`config.mk`:
```
export PLATFORM = sky130hd
export DESIGN_NAME = ifetch_queue
export DESIGN_NICKNAME = d
export VERILOG_FILES = /design/src/rtl/ifetch_queue.sv
export SDC_FILE = /design/constraint.sdc
export NUM_CORES = 1
export LEC_CHECK = 0
export BUFFER_PORTS_ARGS = -buffer_cell sky130_fd_sc_hd__buf_2
export CAP_MARGIN = 40
export CORE_MARGIN = 5
export CORE_UTILIZATION = 58
export CTS_CLUSTER_DIAMETER = 60
export DETAILED_ROUTE_END_ITERATION = 8
export PLACE_DENSITY_LB_ADDON = 0.08
export SYNTH_ARGS = -nofsm -noshare
export SYNTH_HDL_FRONTEND = slang
export SYNTH_SLANG_ARGS = --single-unit
export TNS_END_PERCENT = 30
```
`constraint.sdc`:
```
create_clock -name clk -period 4 [get_ports clk]
set_clock_uncertainty 0.05 [all_clocks]
set_input_delay 0.2 -clock clk [delete_from_list [all_inputs] [get_ports clk]]
set_output_delay 0.2 -clock clk [all_outputs]
set_load 0.005 [all_outputs]
```
`src/rtl/ifetch_queue.sv`:
```
// Instruction-fetch stage: owns the PC, issues in-order imem requests and queues returned words for decode.
// Optional perf counters (redirect count, starve cycles) are built when IFQ_PERF_EN is defined.
module ifetch_queue #(
  parameter int              XLEN     = 32,
  parameter int              DEPTH    = 4,
  parameter logic [XLEN-1:0] RESET_PC = '0,
  parameter int              PC_STEP  = 4
) (
  input  logic                       clk,
  input  logic                       reset,
  output logic                       imem_req_valid,
  input  logic                       imem_req_ready,
  output logic [XLEN-1:0]            imem_addr,
  input  logic                       imem_rsp_valid,
  input  logic [31:0]                imem_rdata,
  input  logic                       redirect_valid,
  input  logic [XLEN-1:0]            redirect_pc,
  output logic                       dec_valid,
  output logic [31:0]                dec_inst,
  output logic [XLEN-1:0]            dec_pc4,
  input  logic                       dec_ready,
  output logic [XLEN-1:0]            pc,
  output logic [$clog2(DEPTH+1)-1:0] occupancy,
`ifdef IFQ_PERF_EN
  output logic [31:0]                perf_flush,
  output logic [31:0]                perf_starve,
`endif
  output logic                       dbg_state,
  output logic [$clog2(DEPTH+1)-1:0] dbg_outstanding
);

  localparam int CW = $clog2(DEPTH + 1);
  localparam int PW = $clog2(DEPTH);

  typedef enum logic {FETCH = 1'b0, DRAIN = 1'b1} state_t;

  state_t          state_q, state_d;
  logic [XLEN-1:0] pc_q;
  logic [CW-1:0]   outstanding_q, outstanding_d, drop_q, count_q;
  logic [PW-1:0]   rd_ptr_q, wr_ptr_q, tag_rd_q, tag_wr_q;
  logic [31:0]     inst_mem [DEPTH];
  logic [XLEN-1:0] pc4_mem  [DEPTH];
  logic [XLEN-1:0] tag_mem  [DEPTH];

  logic credit_ok, accept, rsp_take, rsp_drop, push, pop;

  // Handshakes: a transfer happens on a rising edge where valid and ready are both high; valid never
  // depends on the matching ready. imem responses carry no ready and arrive in request order.
  assign credit_ok = ({1'b0, outstanding_q} + {1'b0, count_q}) < (CW + 1)'(DEPTH);
  assign imem_req_valid = reset && (state_q == FETCH) && credit_ok;
  assign accept   = imem_req_valid && imem_req_ready;
  assign rsp_take = imem_rsp_valid && (outstanding_q != '0);
  assign rsp_drop = rsp_take && (drop_q != '0);
  assign push     = rsp_take && !rsp_drop && !redirect_valid;
  assign pop      = dec_valid && dec_ready && !redirect_valid;

  assign outstanding_d = outstanding_q + CW'(accept) - CW'(rsp_take);

  always_comb begin
    state_d = state_q;
    case (state_q)
      FETCH: state_d = FETCH;
      DRAIN: if ((drop_q == '0) || ((drop_q == CW'(1)) && rsp_drop)) state_d = FETCH;
      default: state_d = FETCH;
    endcase
    if (redirect_valid) state_d = DRAIN;
  end

  always_ff @(posedge clk or negedge reset) begin
    if (!reset) begin
      state_q       <= FETCH;
      pc_q          <= RESET_PC;
      outstanding_q <= '0;
      drop_q        <= '0;
      count_q       <= '0;
      rd_ptr_q      <= '0;
      wr_ptr_q      <= '0;
      tag_rd_q      <= '0;
      tag_wr_q      <= '0;
    end else begin
      state_q       <= state_d;
      outstanding_q <= outstanding_d;
      if (accept) tag_wr_q <= tag_wr_q + PW'(1);
      if (rsp_take) tag_rd_q <= tag_rd_q + PW'(1);
      // A redirect squashes everything in flight, including a request accepted this same cycle.
      if (redirect_valid) begin
        pc_q     <= redirect_pc;
        drop_q   <= outstanding_d;
        count_q  <= '0;
        rd_ptr_q <= '0;
        wr_ptr_q <= '0;
      end else begin
        if (accept) pc_q <= pc_q + XLEN'(PC_STEP);
        if (rsp_drop) drop_q <= drop_q - CW'(1);
        if (push) wr_ptr_q <= wr_ptr_q + PW'(1);
        if (pop) rd_ptr_q <= rd_ptr_q + PW'(1);
        count_q <= count_q + CW'(push) - CW'(pop);
      end
    end
  end

  always_ff @(posedge clk) begin
    if (accept) tag_mem[tag_wr_q] <= pc_q;
    if (push) begin
      inst_mem[wr_ptr_q] <= imem_rdata;
      pc4_mem[wr_ptr_q]  <= tag_mem[tag_rd_q] + XLEN'(PC_STEP);
    end
  end

  assign imem_addr       = pc_q;
  assign pc              = pc_q;
  assign dec_valid       = (count_q != '0);
  assign dec_inst        = inst_mem[rd_ptr_q];
  assign dec_pc4         = pc4_mem[rd_ptr_q];
  assign occupancy       = count_q;
  assign dbg_state       = state_q;
  assign dbg_outstanding = outstanding_q;

`ifdef IFQ_PERF_EN
  always_ff @(posedge clk or negedge reset) begin
    if (!reset) begin
      perf_flush  <= '0;
      perf_starve <= '0;
    end else begin
      if (redirect_valid && (perf_flush != '1)) perf_flush <= perf_flush + 32'd1;
      if (!dec_valid && (state_q == FETCH) && (perf_starve != '1)) perf_starve <= perf_starve + 32'd1;
    end
  end
`endif

  a_rsp_outstanding: assert property (@(posedge clk) disable iff (!reset)
    imem_rsp_valid |-> (outstanding_q != '0));

endmodule
```
Word-level counts from Yosys, hierarchy flattened

Memories as Yosys holds them, arrays and structs flattened.
Cells that the tools add are included.

Equality and inequality tests: 1
Reduce and logical (&&, ||, !) cells: 21
Bitwise logic cells: 1
Muxes and demuxes: 16
$lt $le $gt $ge: 1
Add/subtract/negate cells: 12

Operator list:

| kind                                                                          | count |
|---|---|
| 32-bit by 3-bit adder with 32-bit output (second input constant)              | 2 |
| 32-bit two-way mux                                                            | 2 |
| 1-bit logical AND                                                             | 10 |
| 3-bit two-way mux                                                             | 3 |
| 3-bit nonzero test                                                            | 3 |
| 2-bit by 1-bit adder with 2-bit output (second input constant)                | 4 |
| 2-bit two-way mux                                                             | 4 |
| 2-bit nonzero test                                                            | 4 |
| 3-bit by 1-bit adder with 3-bit output                                        | 2 |
| 1-bit two-way mux                                                             | 6 |
| 3-bit by 1-bit subtractor with 3-bit output                                   | 2 |
| 3-bit by 3-bit adder with 4-bit output                                        | 1 |
| 4-bit by 3-bit less-than comparator with 1-bit output (second input constant) | 1 |
| 3-bit by 1-bit equality test with 1-bit output (second input constant)        | 1 |
| 3-bit logical NOT                                                             | 1 |
| 3-bit by 1-bit subtractor with 3-bit output (second input constant)           | 1 |
| 1-bit logical NOT                                                             | 2 |
| 1-bit one-hot mux with 2 select lines                                         | 1 |
| 1-bit logical OR                                                              | 1 |
| 1-bit NOT                                                                     | 1 |

Logic and storage cells: 64
Flip-flop bits (word level): 50
Memory bits (writable): 384
Output and inout port bits: 137
Memories kept: 3

Memories:

| name     | depth | width | rd ports | clocked after Yosys merged registers in | wr ports | RTL line | source |
|---|---|---|---|---|---|---|---|
| inst_mem | 4     | 32    | 1        | 0                                       | 1        | 41       | `logic [31:0] inst_mem [DEPTH];` |
| pc4_mem  | 4     | 32    | 1        | 0                                       | 1        | 42       | `logic [XLEN-1:0] pc4_mem [DEPTH];` |
| tag_mem  | 4     | 32    | 1        | 0                                       | 1        | 43       | `logic [XLEN-1:0] tag_mem [DEPTH];` |

Depth between registers and ports, before layout

Gate-level depths: netlist of run 1.

Depth after elaboration: 9
Mapped depth: 13

Worst setup path after synthesis of run 1

Ideal clock, no wire load.

Path type: register to register
Start: reg outstanding_q[1], in the netlist dbg_outstanding[1]
End: mem inst_mem[0][0] (enable)
Stages on the path, launching flop included: 6
Arrival time: 2.621 ns
Clock period less this slack: 3.099 ns
Data required time: 3.521 ns
Setup slack: 0.901 ns
Setup time: 0.429 ns
Path through: dfrtp_1 -> o31a_1 -> clkbuf_1 -> nand2_1 -> nor2_1 -> and2_1

Word-level cells in the longest chain between the ends: 8

Ends and longest elaborated chain:

| element                                     | RTL line | source |
|---|---|---|
| from (decl)                                 | 39       | `logic [CW-1:0] outstanding_q, outstanding_d, drop_q, count_q;` |
| from (signal assigned)                      | 82       | `outstanding_q <= outstanding_d;` |
| 3-bit nonzero test (*)                      | 52       | `assign rsp_take = imem_rsp_valid && (outstanding_q != '0);` |
| 1-bit logical AND (*)                       | 52       |  |
| via rsp_take                                | 45       | `logic credit_ok, accept, rsp_take, rsp_drop, push, pop;` |
| 1-bit logical AND                           | 53       | `assign rsp_drop = rsp_take && (drop_q != '0);` |
| 1-bit logical NOT                           | 54       | `assign push = rsp_take && !rsp_drop && !redirect_valid;` |
| 1-bit logical AND (*) (2 in a row)          | 54       |  |
| 1-bit two-way mux (*)                       | 104      | `if (push) begin` |
| 1-bit two-way mux (not written as such) (*) | 105      | `inst_mem[wr_ptr_q] <= imem_rdata;` |
| to (decl)                                   | 41       |  |

Mark *: on every way through the listed nets, which the timed path passes. The rest lies on a longest branch.

Worst setup path in the final report of run 1

Start: reg count_q[2], in the netlist occupancy[2]
End: reg pc_q[26], in the netlist imem_addr[26]

Word-level cells in the longest chain between the ends: 5

Ends and longest elaborated chain:

| element                                               | RTL line | source |
|---|---|---|
| from (decl)                                           | 39       |  |
| from (signal assigned)                                | 97       | `count_q <= count_q + CW'(push) - CW'(pop);` |
| 3-bit by 3-bit adder with 4-bit output                | 49       | `assign credit_ok = ({1'b0, outstanding_q} + {1'b0, count_q}) < (CW + 1)'(DEPTH);` |
| 4-bit by 3-bit less-than comparator with 1-bit output | 49       |  |
| 1-bit logical AND                                     | 50       | `assign imem_req_valid = reset && (state_q == FETCH) && credit_ok;` |
| 1-bit logical AND                                     | 51       | `assign accept = imem_req_valid && imem_req_ready;` |
| 2-bit nonzero test (no source line)                   | -        |  |
| to (signal assigned)                                  | 87       | `pc_q <= redirect_pc;` |
| to (signal assigned)                                  | 93       | `if (accept) pc_q <= pc_q + XLEN'(PC_STEP);` |
| to (decl)                                             | 38       | `logic [XLEN-1:0] pc_q;` |

Every way passes these cells.
A chain may end at the register's enable or synchronous reset.

==> run_results.csv, run 1 <==
group,metric,value,unit
outcome,run_status,"finished, final reports clean",
critical_path,worst_ep_required_time,4.40,ns
floorplanning,starting_density,0.5902,
critical_path,r2r-end,"imem_addr[26]",
clock_tree,cts.sinks,434,
power,powerDensity,587.2,mW/mm^2
critical_path,critical-path-slowest-cell,"sky130_fd_sc_hd__nor2b_1",
sta,postLayoutSetupSlackWorst,1.112,ns
floorplanning,die_area,0.03390,mm^2
finish,final_layout_size_suffix_gt1_frac,0.3271,
floorplanning,core_box_area,0.02980,mm^2
min_path,hold_path_class,"in -> reg",
route,met2WireLength,16.23,mm
sta,worst-slew-pin-transition,0.7738,ns
placed_design,placed_area,0.01894,mm^2
critical_path,setup.worst_path.class,"reg -> reg",
critical_path,r2r-start,"occupancy[2]",
sta,period_needed,2.888,ns
critical_path,reg2reg_depth,6,
synth,ys_types,46,
synth,synth_sequential_area_ratio,0.7268,
critical_path,crit_path_end,"imem_addr[26]",
sta,setup_viols_final,0,
route,via_count,9117,
synth,synthDominantAreaCellType,"sky130_fd_sc_hd__edfxtp_1",
finish,layout.filler_cells,1908,
synth,syn-num-nets,1017,
critical_path,timing.critical_path.from,"occupancy[2]",
global_routing,antenna_found_initial,0,
clock_tree,clock_insertion_delay_worst_skew,0.53,ns
route,detail_route.first_pass.iterations,5,
finish,design.final.nets,1290,
finish,area_growth_syn_to_layout,19.54,%
finish,antenna-diode-count,0,
route,detailroute.wirelength.met3,2.043,mm
job,max_capacitance_violation_total,0,
critical_path,critical_path.max_fanout,10,
synth,synth_largest_type_area_fraction,0.6557,
placed_design,detailedPlace.worstSlack,1.117,ns
power,p_leak,7.346,nW
global_routing,grt_start_max_net_pins,65,
critical_path,cell_breakdown_of_the_critical_path,"ha_1 > nor4b_2 > nor2b_1 > nand4_1 > or3_1 > a31oi_1",
finish,layout.cells.non_filler,1625,
clock_tree,post_cts_hold_buffer_count,67,
sta,total_negative_setup_slack,0,ns
clock_tree,cts_repair_resize_count,0,
route,wirelength_met1,14.41,mm
clock_tree,clock_tree.root_cell,"sky130_fd_sc_hd__clkbuf_16",
route,finalWirelength,33.26,mm
sta,worst_slew_margin_rel,0.4831,
sta,fmax,346.3,MHz
sta,timing_max_transition_violations_final,0,
floorplanning,floorplan.die.height,184.1,um
critical_path,crit_buf_inv,0,
finish,finish.instance_area,0.02102,mm^2
sta,fin_worst_hold_slack,0.1628,ns
synth,synth_flop_cell,"sky130_fd_sc_hd__edfxtp_1",
global_routing,globalRoute.totalOverflow,0,
global_routing,first_global_vias,9517,
route,drt.antenna.violating_nets,0,
global_routing,grt_pass1_wl,52.65,mm
synth,synthArstFlopShare,0.1152,
critical_path,timing.critical_path.slowest_cell_delay,0.68,ns
finish,regArea,0.01279,mm^2
placed_design,placement.io_buffers,206,
clock_tree,clkSlewWorstSetupHoldPaths,0.06,ns
sta,rsz0062_at_grt,"no",
placed_design,place.detailed.hpwl,20.93,mm
critical_path,critPathTopFamily,"simple AND/OR/NAND/NOR gates",
finish,multiInputGateArea,0.004309,mm^2
synth,synth_area_leaders,"sky130_fd_sc_hd__edfxtp_1 (66%), sky130_fd_sc_hd__mux4_2 (12%), sky130_fd_sc_hd__dfrtp_1 (7.1%), sky130_fd_sc_hd__xnor2_1 (2.1%), sky130_fd_sc_hd__buf_4 (1.5%)",
floorplanning,floorplan.die.width,184.1,um
power,vdd_ir_drop_max,0.0004576,V
route,viasPerCell,5.610,
synth,ys_warn_count,0,
clock_tree,cts_tree,"built",
synth,synthesized_netlist_cell_count,926,
placed_design,gp_routability_congestion,0.7875,
floorplanning,io_pins,207,
route,top_layer_used,"met4",
global_routing,grtUsageTotal,0.1990,
clock_tree,post_cts_setup_bufs,0,
synth,ys_top_cells_by_count,"sky130_fd_sc_hd__edfxtp_1 (384), sky130_fd_sc_hd__mux4_2 (91), sky130_fd_sc_hd__nand2_1 (51)",
synth,synth_area_per_cell,18.99,um^2
route,average_wire_per_standard_cell,20.47,um
sta,timing.final.crit_share,0.7219,
route,detailedRoute.firstIterationViolations,550,
critical_path,crit_path_start_kind,"flip-flop",
placed_design,numPlacedInstances,1476,
synth,synthMostInstantiatedCell,"sky130_fd_sc_hd__edfxtp_1",
critical_path,critical_path_cell_count,6,
sta,hold_viol_final,0,
synth,yosys_register_bits,434,
clock_tree,clk_path_buf_depth,3,
clock_tree,cts_made_buffers,44,
clock_tree,cts-htree-levels,2,
critical_path,reg2reg_setup_slack,1.11,ns
route,drc,0,
critical_path,timing.critical_path.to_type,"flip-flop",
synth,synth_enable_flop_cells,384,
synth,synth.cell_area,0.01759,mm^2
critical_path,worst-endpoint-arrival,3.29,ns
floorplanning,std_cell_rows,63,
==> worst min-delay path by stage <==
stage                        start                 end  slack (ns)  cells after the start
floorplan                    reset  dbg_outstanding[0]       -0.15                      0
global placement             reset           drop_q[0]        0.36                      2
detailed placement           reset           drop_q[0]        0.35                      2
CTS                 imem_rsp_valid         wr_ptr_q[1]        0.16                      4
global route        imem_rsp_valid         tag_rd_q[0]        0.16                      3
finish              imem_rsp_valid         wr_ptr_q[1]        0.16                      4
==> where the power goes <==
group	total [mW]	internal (mW)	switching, mW
clock	3.95	2.35	1.61
sequential	5.75	5.43	0.325
combinational	2.64	1.32	1.32
total	12.3	9.09	3.25
==> registers in the layout (all words and copies together) (netlist names) <==
name	cells
dbg_outstanding	3
dbg_state	1
drop_q	3
imem_addr	32
inst_mem	128
occupancy	3
pc4_mem	128
rd_ptr_q	2
tag_mem	128
tag_rd_q	2
tag_wr_q	2
wr_ptr_q	2
==> layout by cell type (no fill, tap or decap), types with 3 or more instances in the layout <==
master,count
sky130_fd_sc_hd__xor2_1,20
sky130_fd_sc_hd__a21oi_1,3
sky130_fd_sc_hd__clkinvlp_4,3
sky130_fd_sc_hd__nor2_1,24
sky130_fd_sc_hd__ha_1,19
sky130_fd_sc_hd__clkbuf_16,45
sky130_fd_sc_hd__nand4_4,4
sky130_fd_sc_hd__nand3_1,23
sky130_fd_sc_hd__xnor2_1,42
sky130_fd_sc_hd__clkinv_2,9
sky130_fd_sc_hd__dlygate4sd3_1,67
sky130_fd_sc_hd__dfrtp_1,47
sky130_fd_sc_hd__nor3_1,6
sky130_fd_sc_hd__bufinv_16,4
sky130_fd_sc_hd__a31oi_1,6
sky130_fd_sc_hd__buf_4,15
sky130_fd_sc_hd__edfxtp_1,384
sky130_fd_sc_hd__buf_2,206
sky130_fd_sc_hd__clkinv_1,8
sky130_fd_sc_hd__and4_1,6
sky130_fd_sc_hd__and2_1,10
sky130_fd_sc_hd__and3_1,7
sky130_fd_sc_hd__buf_12,7
sky130_fd_sc_hd__mux4_2,91
sky130_fd_sc_hd__nand2_1,51
sky130_fd_sc_hd__mux4_1,5
sky130_fd_sc_hd__clkbuf_1,10
sky130_fd_sc_hd__nor4_1,6
sky130_fd_sc_hd__o21ai_0,34
sky130_fd_sc_hd__nand4_1,16
sky130_fd_sc_hd__and2_2,4
sky130_fd_sc_hd__inv_1,18
sky130_fd_sc_hd__or3_1,7
==> through the flow <==
stage | util | total power, mW
final | 0.7056 | 12.34
after CTS | 0.7056 | 12.51
after global placement | 0.6357 | 8.434
after global routing | 0.7056 | 12.97
after floorplan | - | 7.649
after detailed placement | 0.6357 | 8.487
==> cells by family (layout without fill, tap and decap cells) <==
group                      count (synthesis)  in the layout  share of synthesized area
muxes                                     99             99                     0.1259
and+or+nand+nor                          178            178                    0.05855
buffers and inverters                     87            396                    0.02846
xor gates and xnor gates                  62             62                    0.03088
DFF                                      434            434                     0.7268
adders and majority gates                 21             21                    0.01579
AOI/OAI and AO/OA                         45             45                    0.01366
==> metal layers <==
metal / global-route usage / up-vias
li1: - / 4182
met1: 0.2858 / 4604
met2: 0.3244 / 295
met3: 0.03572 / 36
met4: 0.04969 / 0
met5: 0 / -
==> worst min-delay path, cell delays in order <==
cell and delay, ns:
sky130_fd_sc_hd__buf_2 0.10, sky130_fd_sc_hd__o31a_1 0.21, sky130_fd_sc_hd__nand3_1 0.13, sky130_fd_sc_hd__a21oi_1 0.06
==> cell type report <==
class,count,area share
tap,390,0.02321
clock inverter,26,0.01119
multi-input combinational,405,0.2050
sequential,434,0.6083
clock buffer,56,0.05600
inverter,19,0.003392
timing repair buffer,295,0.09296
Power figures use the tool's default switching activity.
==> run 2, diff against run 1 <==
--- a/config.mk
+++ b/config.mk
@@ -8,7 +8,7 @@
 export BUFFER_PORTS_ARGS = -buffer_cell sky130_fd_sc_hd__buf_2
 export CAP_MARGIN = 40
 export CORE_MARGIN = 5
-export CORE_UTILIZATION = 58
+export CORE_UTILIZATION = 52
 export CTS_CLUSTER_DIAMETER = 60
 export DETAILED_ROUTE_END_ITERATION = 8
 export PLACE_DENSITY_LB_ADDON = 0.08
==> constraint.sdc (replaced) <==
create_clock -name clk -period 2.55 [get_ports clk]
set_clock_uncertainty 0.05 [all_clocks]
set_input_delay 0.1275 -clock clk [delete_from_list [all_inputs] [get_ports clk]]
set_output_delay 0.1275 -clock clk [all_outputs]
set_load 0.005 [all_outputs]
==> run_results.csv, run 2 (synthesized netlist as in run 1, its figures left out) <==
group,metric,value,unit
route,finalWirelength,34.34,mm
global_routing,grt_pass1_wl,55.12,mm
route,viasPerCell,5.345,
floorplanning,core_box_area,0.03345,mm^2
min_path,hold_end,"wr_ptr_q[0]",
critical_path,critical-path-slowest-cell,"sky130_fd_sc_hd__dfrtp_1",
global_routing,grtUsageTotal,0.1841,
sta,fmax,378.2,MHz
outcome,failed_checks,"negative setup slack",
power,powerDensity,902.0,mW/mm^2
sta,postLayoutSetupSlackWorst,-0.09406,ns
power,power.switching_fraction,0.2660,
finish,design.final.nets,1338,
route,average_wire_per_standard_cell,19.86,um
finish,finish.instance_area,0.02170,mm^2
job,max_capacitance_violation_total,0,
global_routing,grt_start_max_net_pins,60,
power,intPower,14.37,mW
finish,layout.cells.most_common,"sky130_fd_sc_hd__edfxtp_1",
power,share_of_total_power_in_sequential_cells,0.453,
sta,timing_max_transition_violations_final,0,
power,p_leak,7.650,nW
route,drc,0,
finish,final_layout_size_suffix_gt1_frac,0.3638,
placed_design,place.detailed.hpwl,22.91,mm
clock_tree,clkSlewWorstSetupHoldPaths,0.06,ns
critical_path,r2r-start,"occupancy[2]",
critical_path,worst_ep_required_time,2.88,ns
route,wirelength_met1,15.38,mm
finish,antenna-diode-count,0,
route,detailedRoute.firstIterationViolations,454,
sta,worst_slew_margin_rel,0.5531,
floorplanning,floorplan.die.width,193.9,um
power,power.share.combinational,0.251,
sta,timing.final.crit_share,1.037,
critical_path,critical_path.max_fanout,2,
power,pwr-share-clk,0.296,
global_routing,antenna_found_initial,0,
route,met2WireLength,16.45,mm
route,detailroute.wirelength.met3,1.587,mm
critical_path,reg2reg_depth,11,
critical_path,setup.worst_path.class,"reg -> reg",
power,switching_power,5.207,mW
placed_design,placement.io_buffers,206,
min_path,hp-start,"imem_rsp_valid",
sta,setup_viols_final,3,
sta,rsz0062_at_grt,"yes",
critical_path,timing.critical_path.slowest_cell_delay,0.38,ns
floorplanning,die_area,0.03760,mm^2
critical_path,timing.critical_path.to_type,"flip-flop",
route,drt.antenna.violating_nets,0,
critical_path,critPathTopFamily,"adder cells",
min_path,hold_path_class,"in -> reg",
floorplanning,std_cell_rows,67,
sta,period_needed,2.644,ns
outcome,run_status,"complete, but fails checks",
clock_tree,clock_insertion_delay_worst_skew,0.52,ns
finish,final_cell_mix,"sky130_fd_sc_hd__edfxtp_1 (384), sky130_fd_sc_hd__buf_2 (205), sky130_fd_sc_hd__mux4_2 (94), sky130_fd_sc_hd__dlygate4sd3_1 (69), sky130_fd_sc_hd__nand2_1 (49)",
finish,biggestRegsByFlops,"inst_mem: 128 flops, pc4_mem: 128 flops, tag_mem: 128 flops",
critical_path,r2r-end,"drop_q[2]",
critical_path,reg2reg_setup_slack,-0.09,ns
finish,final_core_util,0.6488,
critical_path,crit_path_start_kind,"flip-flop",
clock_tree,cts-htree-levels,2,
global_routing,first_global_vias,9710,
min_path,min_path_cells,5,
route,top_layer_used,"met4",
power,vdd_ir_drop_max,0.0006189,V
floorplanning,starting_density,0.5258,
route,via_count,9242,
clock_tree,clock_tree.root_cell,"sky130_fd_sc_hd__clkbuf_16",
sta,hold_viol_final,0,
clock_tree,post_cts_setup_bufs,0,
route,detail_route.first_pass.iterations,5,
global_routing,globalRoute.totalOverflow,0,
critical_path,crit_buf_inv,2,
floorplanning,io_pins,207,
critical_path,worst-endpoint-arrival,2.98,ns
placed_design,gp_routability_congestion,0.8129,
sta,worst-slew-pin-transition,0.6703,ns
placed_design,placed_area,0.01957,mm^2
clock_tree,cts_tree,"built",
critical_path,cell_breakdown_of_the_critical_path,"ha_1 > nor4b_2 > and4b_1 > inv_2 > ha_4 > inv_2 > ha_4 > fa_2 > xnor2_2 > nand2_1 > o21ai_1",
clock_tree,clk_path_buf_depth,3,
floorplanning,floorplan.die.height,193.9,um
clock_tree,cts.sinks,434,
finish,area_growth_syn_to_layout,23.39,%
clock_tree,cts_made_buffers,44,
run 2: routing by layer:
layer,up-vias,track usage
li1,4281,-
met3,53,0.02971
met4,0,0.05521
met2,253,0.2958
met5,-,0
met1,4655,0.2653
run 2: metrics by stage:
step / hold slack, ns / setup WS (ns) / power [mW] / cells / TNS, ns
finish: 0.1838 / -0.09406 / 19.57 / 1729 / -0.2416
global route: 0.1750 / -0.1928 / 20.62 / 1729 / -0.6417
CTS: 0.1221 / -0.02259 / 19.68 / 1729 / -0.02259
detailed placement: 0.2770 / -0.09983 / 13.75 / 1580 / -0.1404
global placement: 0.2693 / -0.09576 / 13.69 / 1580 / -0.1215
floorplan: -0.2181 / -0.2965 / 11.99 / 926 / -37.97
run 2: power by group through the flow:
stage / sequential, mW / combinational, mW / clock [mW]
floorplan: 8.87 / 3.12 / 0
global placement: 9.00 / 4.69 / 0
detailed placement: 9.01 / 4.74 / 0
CTS: 8.87 / 4.84 / 5.97
global route: 8.93 / 5.40 / 6.29
finish: 8.86 / 4.92 / 5.79
run 2: worst min-delay path: stages:
cell and delay [ns]:
sky130_fd_sc_hd__buf_2 0.10, sky130_fd_sc_hd__o31a_1 0.17, sky130_fd_sc_hd__nand2_1 0.16, sky130_fd_sc_hd__xnor2_1 0.07, sky130_fd_sc_hd__nor2_1 0.07
run 2: area by class of cell:
type	count	area, um^2
sequential	434	12790
fill	2319	11750
multi-input combinational	405	4442
timing repair buffer	343	2542
clock buffer	62	1190
tap	448	560.5
clock inverter	18	106.4
inverter	19	71.32
run 2: timing repair:
item / 4_1_cts / 5_1_grt
hold endpoints to repair: 214 / 0
gates cloned: 0 / 0
pin swaps: 4 / 9
gates resized for setup: 3 / 29
endpoints found under the setup margin: 4 / 75
hold buffers: 69 / 0
run 2: how the worst max path moves through the flow:
stage | start | to | slack [ns] | cells past startpoint
floorplan | occupancy[2] | tag_mem[0][0] | -0.30 | 5
global placement | occupancy[2] | drop_q[2] | -0.1 | 11
detailed placement | occupancy[2] | drop_q[2] | -0.1 | 11
CTS | dbg_outstanding[2] | drop_q[2] | -0.02 | 11
global route | occupancy[2] | drop_q[2] | -0.19 | 11
finish | occupancy[2] | drop_q[2] | -0.09 | 11
==> run 3, diff against run 2 <==
--- a/config.mk
+++ b/config.mk
@@ -12,6 +12,7 @@
 export CTS_CLUSTER_DIAMETER = 60
 export DETAILED_ROUTE_END_ITERATION = 8
 export PLACE_DENSITY_LB_ADDON = 0.08
+export SETUP_SLACK_MARGIN = 0.1
 export SYNTH_ARGS = -nofsm -noshare
 export SYNTH_HDL_FRONTEND = slang
 export SYNTH_SLANG_ARGS = --single-unit
==> run_results.csv, run 3 (synthesized netlist as in run 1, its figures left out) <==
group,metric,value,unit
power,powerDensity,909.4,mW/mm^2
route,drc,0,
critical_path,crit_path_start_kind,"flip-flop",
finish,final_core_util,0.6595,
global_routing,grtUsageTotal,0.1842,
min_path,hold_path_class,"in -> reg",
power,vdd_ir_drop_max,0.0006446,V
placed_design,gp_routability_congestion,0.8129,
critical_path,r2r-start,"occupancy[2]",
finish,layout.cells.non_filler,1746,
clock_tree,cts_made_buffers,44,
power,power.switching_fraction,0.2666,
critical_path,setup.worst_path.class,"reg -> reg",
outcome,run_status,"complete, but fails checks",
power,post-layout-total-power,20.06,mW
sta,timing.final.crit_share,1.002,
critical_path,timing.critical_path.from,"occupancy[2]",
critical_path,timing.critical_path.to_type,"flip-flop",
critical_path,critical_path.max_fanout,2,
finish,layout.filler_cells,2287,
outcome,failed_checks,"negative setup slack",
sta,hold_viol_final,0,
finish,final_cell_mix,"sky130_fd_sc_hd__edfxtp_1 (384), sky130_fd_sc_hd__buf_2 (184), sky130_fd_sc_hd__mux4_2 (96), sky130_fd_sc_hd__dlygate4sd3_1 (69), sky130_fd_sc_hd__buf_4 (59)",
sta,fmax,391.4,MHz
global_routing,grt_start_max_net_pins,60,
finish,design.final.nets,1355,
critical_path,r2r-end,"imem_addr[31]",
clock_tree,clk_path_buf_depth,3,
power,switching_power,5.348,mW
placed_design,placed_area,0.01957,mm^2
clock_tree,cts_tree,"built",
critical_path,reg2reg_depth,8,
route,via_count,9339,
clock_tree,clock_tree.root_cell,"sky130_fd_sc_hd__clkbuf_16",
global_routing,globalRoute.totalOverflow,0,
floorplanning,floorplan.die.height,193.9,um
global_routing,first_global_vias,9719,
floorplanning,die_area,0.03760,mm^2
finish,final_layout_size_suffix_gt1_frac,0.3837,
sta,setup_viols_final,2,
floorplanning,std_cell_rows,67,
power,intPower,14.71,mW
finish,area_growth_syn_to_layout,25.43,%
sta,postLayoutSetupSlackWorst,-0.004688,ns
sta,period_needed,2.555,ns
sta,worst_slew_margin_rel,0.5504,
critical_path,reg2reg_setup_slack,-0.005,ns
clock_tree,cts.sinks,434,
placed_design,place.detailed.hpwl,22.91,mm
job,max_capacitance_violation_total,0,
route,finalWirelength,34.71,mm
power,pwr-share-clk,0.289,
floorplanning,io_pins,207,
power,power.share.combinational,0.269,
floorplanning,floorplan.die.width,193.9,um
finish,finish.instance_area,0.02206,mm^2
finish,layout.cells.most_common,"sky130_fd_sc_hd__edfxtp_1",
critical_path,worst_ep_required_time,2.94,ns
clock_tree,clock_insertion_delay_worst_skew,0.52,ns
placed_design,numPlacedInstances,1580,
finish,antenna-diode-count,0,
route,average_wire_per_standard_cell,19.88,um
route,detail_route.first_pass.iterations,6,
route,detailedRoute.firstIterationViolations,446,
sta,worst-slew-pin-transition,0.6744,ns
placed_design,placement.io_buffers,206,
clock_tree,clkSlewWorstSetupHoldPaths,0.06,ns
clock_tree,cts-htree-levels,2,
floorplanning,core_box_area,0.03345,mm^2
power,share_of_total_power_in_sequential_cells,0.442,
power,p_leak,7.811,nW
route,viasPerCell,5.349,
finish,biggestRegsByFlops,"inst_mem: 128 flops, pc4_mem: 128 flops, tag_mem: 128 flops",
sta,timing_max_transition_violations_final,0,
global_routing,antenna_found_initial,0,
global_routing,grt_pass1_wl,55.18,mm
route,drt.antenna.violating_nets,0,
floorplanning,starting_density,0.5258,
critical_path,worst-endpoint-arrival,2.94,ns
critical_path,crit_path_end,"imem_addr[31]",
sta,rsz0062_at_grt,"yes",
run 3: cell types whose count changed in the layout (fill, tap and decap cells not counted), moves of 2 or more:
cell	change
sky130_fd_sc_hd__xor2_1	-2
sky130_fd_sc_hd__xnor2_1	-4
sky130_fd_sc_hd__xor2_2	+2
sky130_fd_sc_hd__buf_2	-21
sky130_fd_sc_hd__mux4_2	+2
sky130_fd_sc_hd__mux4_1	-2
sky130_fd_sc_hd__buf_4	+16
sky130_fd_sc_hd__xnor2_2	+4
sky130_fd_sc_hd__buf_6	+22
run 3: worst min-delay path by stage:
stage                              start  slack [ns]                  to  cells past startpoint
after floorplan                    reset       -0.22  dbg_outstanding[0]                      0
after global placement             reset        0.27        occupancy[2]                      2
after detailed placement           reset        0.28        occupancy[0]                      2
after CTS                 imem_rsp_valid        0.15         wr_ptr_q[0]                      5
after global routing      imem_rsp_valid        0.12         wr_ptr_q[0]                      5
final                     imem_rsp_valid        0.12         wr_ptr_q[0]                      5
run 3: cell type report:
cell class                      instances  area [um^2]  share of cell area
Multi-Input combinational cell        405         4537              0.2057
Tap cell                              448        560.5             0.02541
Sequential cell                       434        12790              0.5797
Clock inverter                         18        106.4            0.004821
Timing Repair Buffer                  360         2805              0.1272
Clock buffer                           62         1190             0.05394
Inverter                               19        71.32            0.003233
run 3: metrics by stage:
stage | setup TNS, ns | worst slack, ns | hold WS, ns
6_report | -0.005109 | -0.004688 | 0.1198
5_1_grt | -0.2670 | -0.1069 | 0.1215
4_1_cts | 0 | 0.003355 | 0.1537
3_5_place_dp | -0.1404 | -0.09983 | 0.2770
3_3_place_gp | -0.1215 | -0.09576 | 0.2693
2_1_floorplan | -37.97 | -0.2965 | -0.2181
run 3: metal layers:
metal  up-vias  GRT usage  share of wire  wire (um)
met3        53    0.02971          0.048       1680
met5         -          0              0          0
met4         0    0.05521          0.026        903
met1      4708     0.2652           0.44      15390
li1       4305          -              -          -
met2       273     0.2965           0.48      16740
run 3: repair_timing:
| action | CTS | global route |
|---|---|---|
| setup endpoints to repair | 62 | 132 |
| pin swaps | 8 | 19 |
| buffers inserted | 0 | 17 |
| hold endpoints to repair | 214 | 0 |
| hold buffers | 69 | 0 |
| resized for setup | 16 | 60 |
run 3: critical path: stages (launching register included):
cell and delay, ns:
sky130_fd_sc_hd__dfrtp_1 0.41, sky130_fd_sc_hd__ha_4 0.26, sky130_fd_sc_hd__nor4b_4 0.30, sky130_fd_sc_hd__and4b_1 0.28
sky130_fd_sc_hd__inv_2 0.06, sky130_fd_sc_hd__buf_4 0.13, sky130_fd_sc_hd__or4_4 0.52, sky130_fd_sc_hd__or3_1 0.31
sky130_fd_sc_hd__a31oi_1 0.16
run 3: power by group through the flow:
stage          Clock [mW]  Combinational, mW  Sequential [mW]
3_3_place_gp            0               4.69             9.00
5_1_grt              6.29               5.89             8.93
2_1_floorplan           0               3.12             8.87
6_report             5.80               5.39             8.87
3_5_place_dp            0               4.74             9.01
4_1_cts              5.97               4.93             8.88
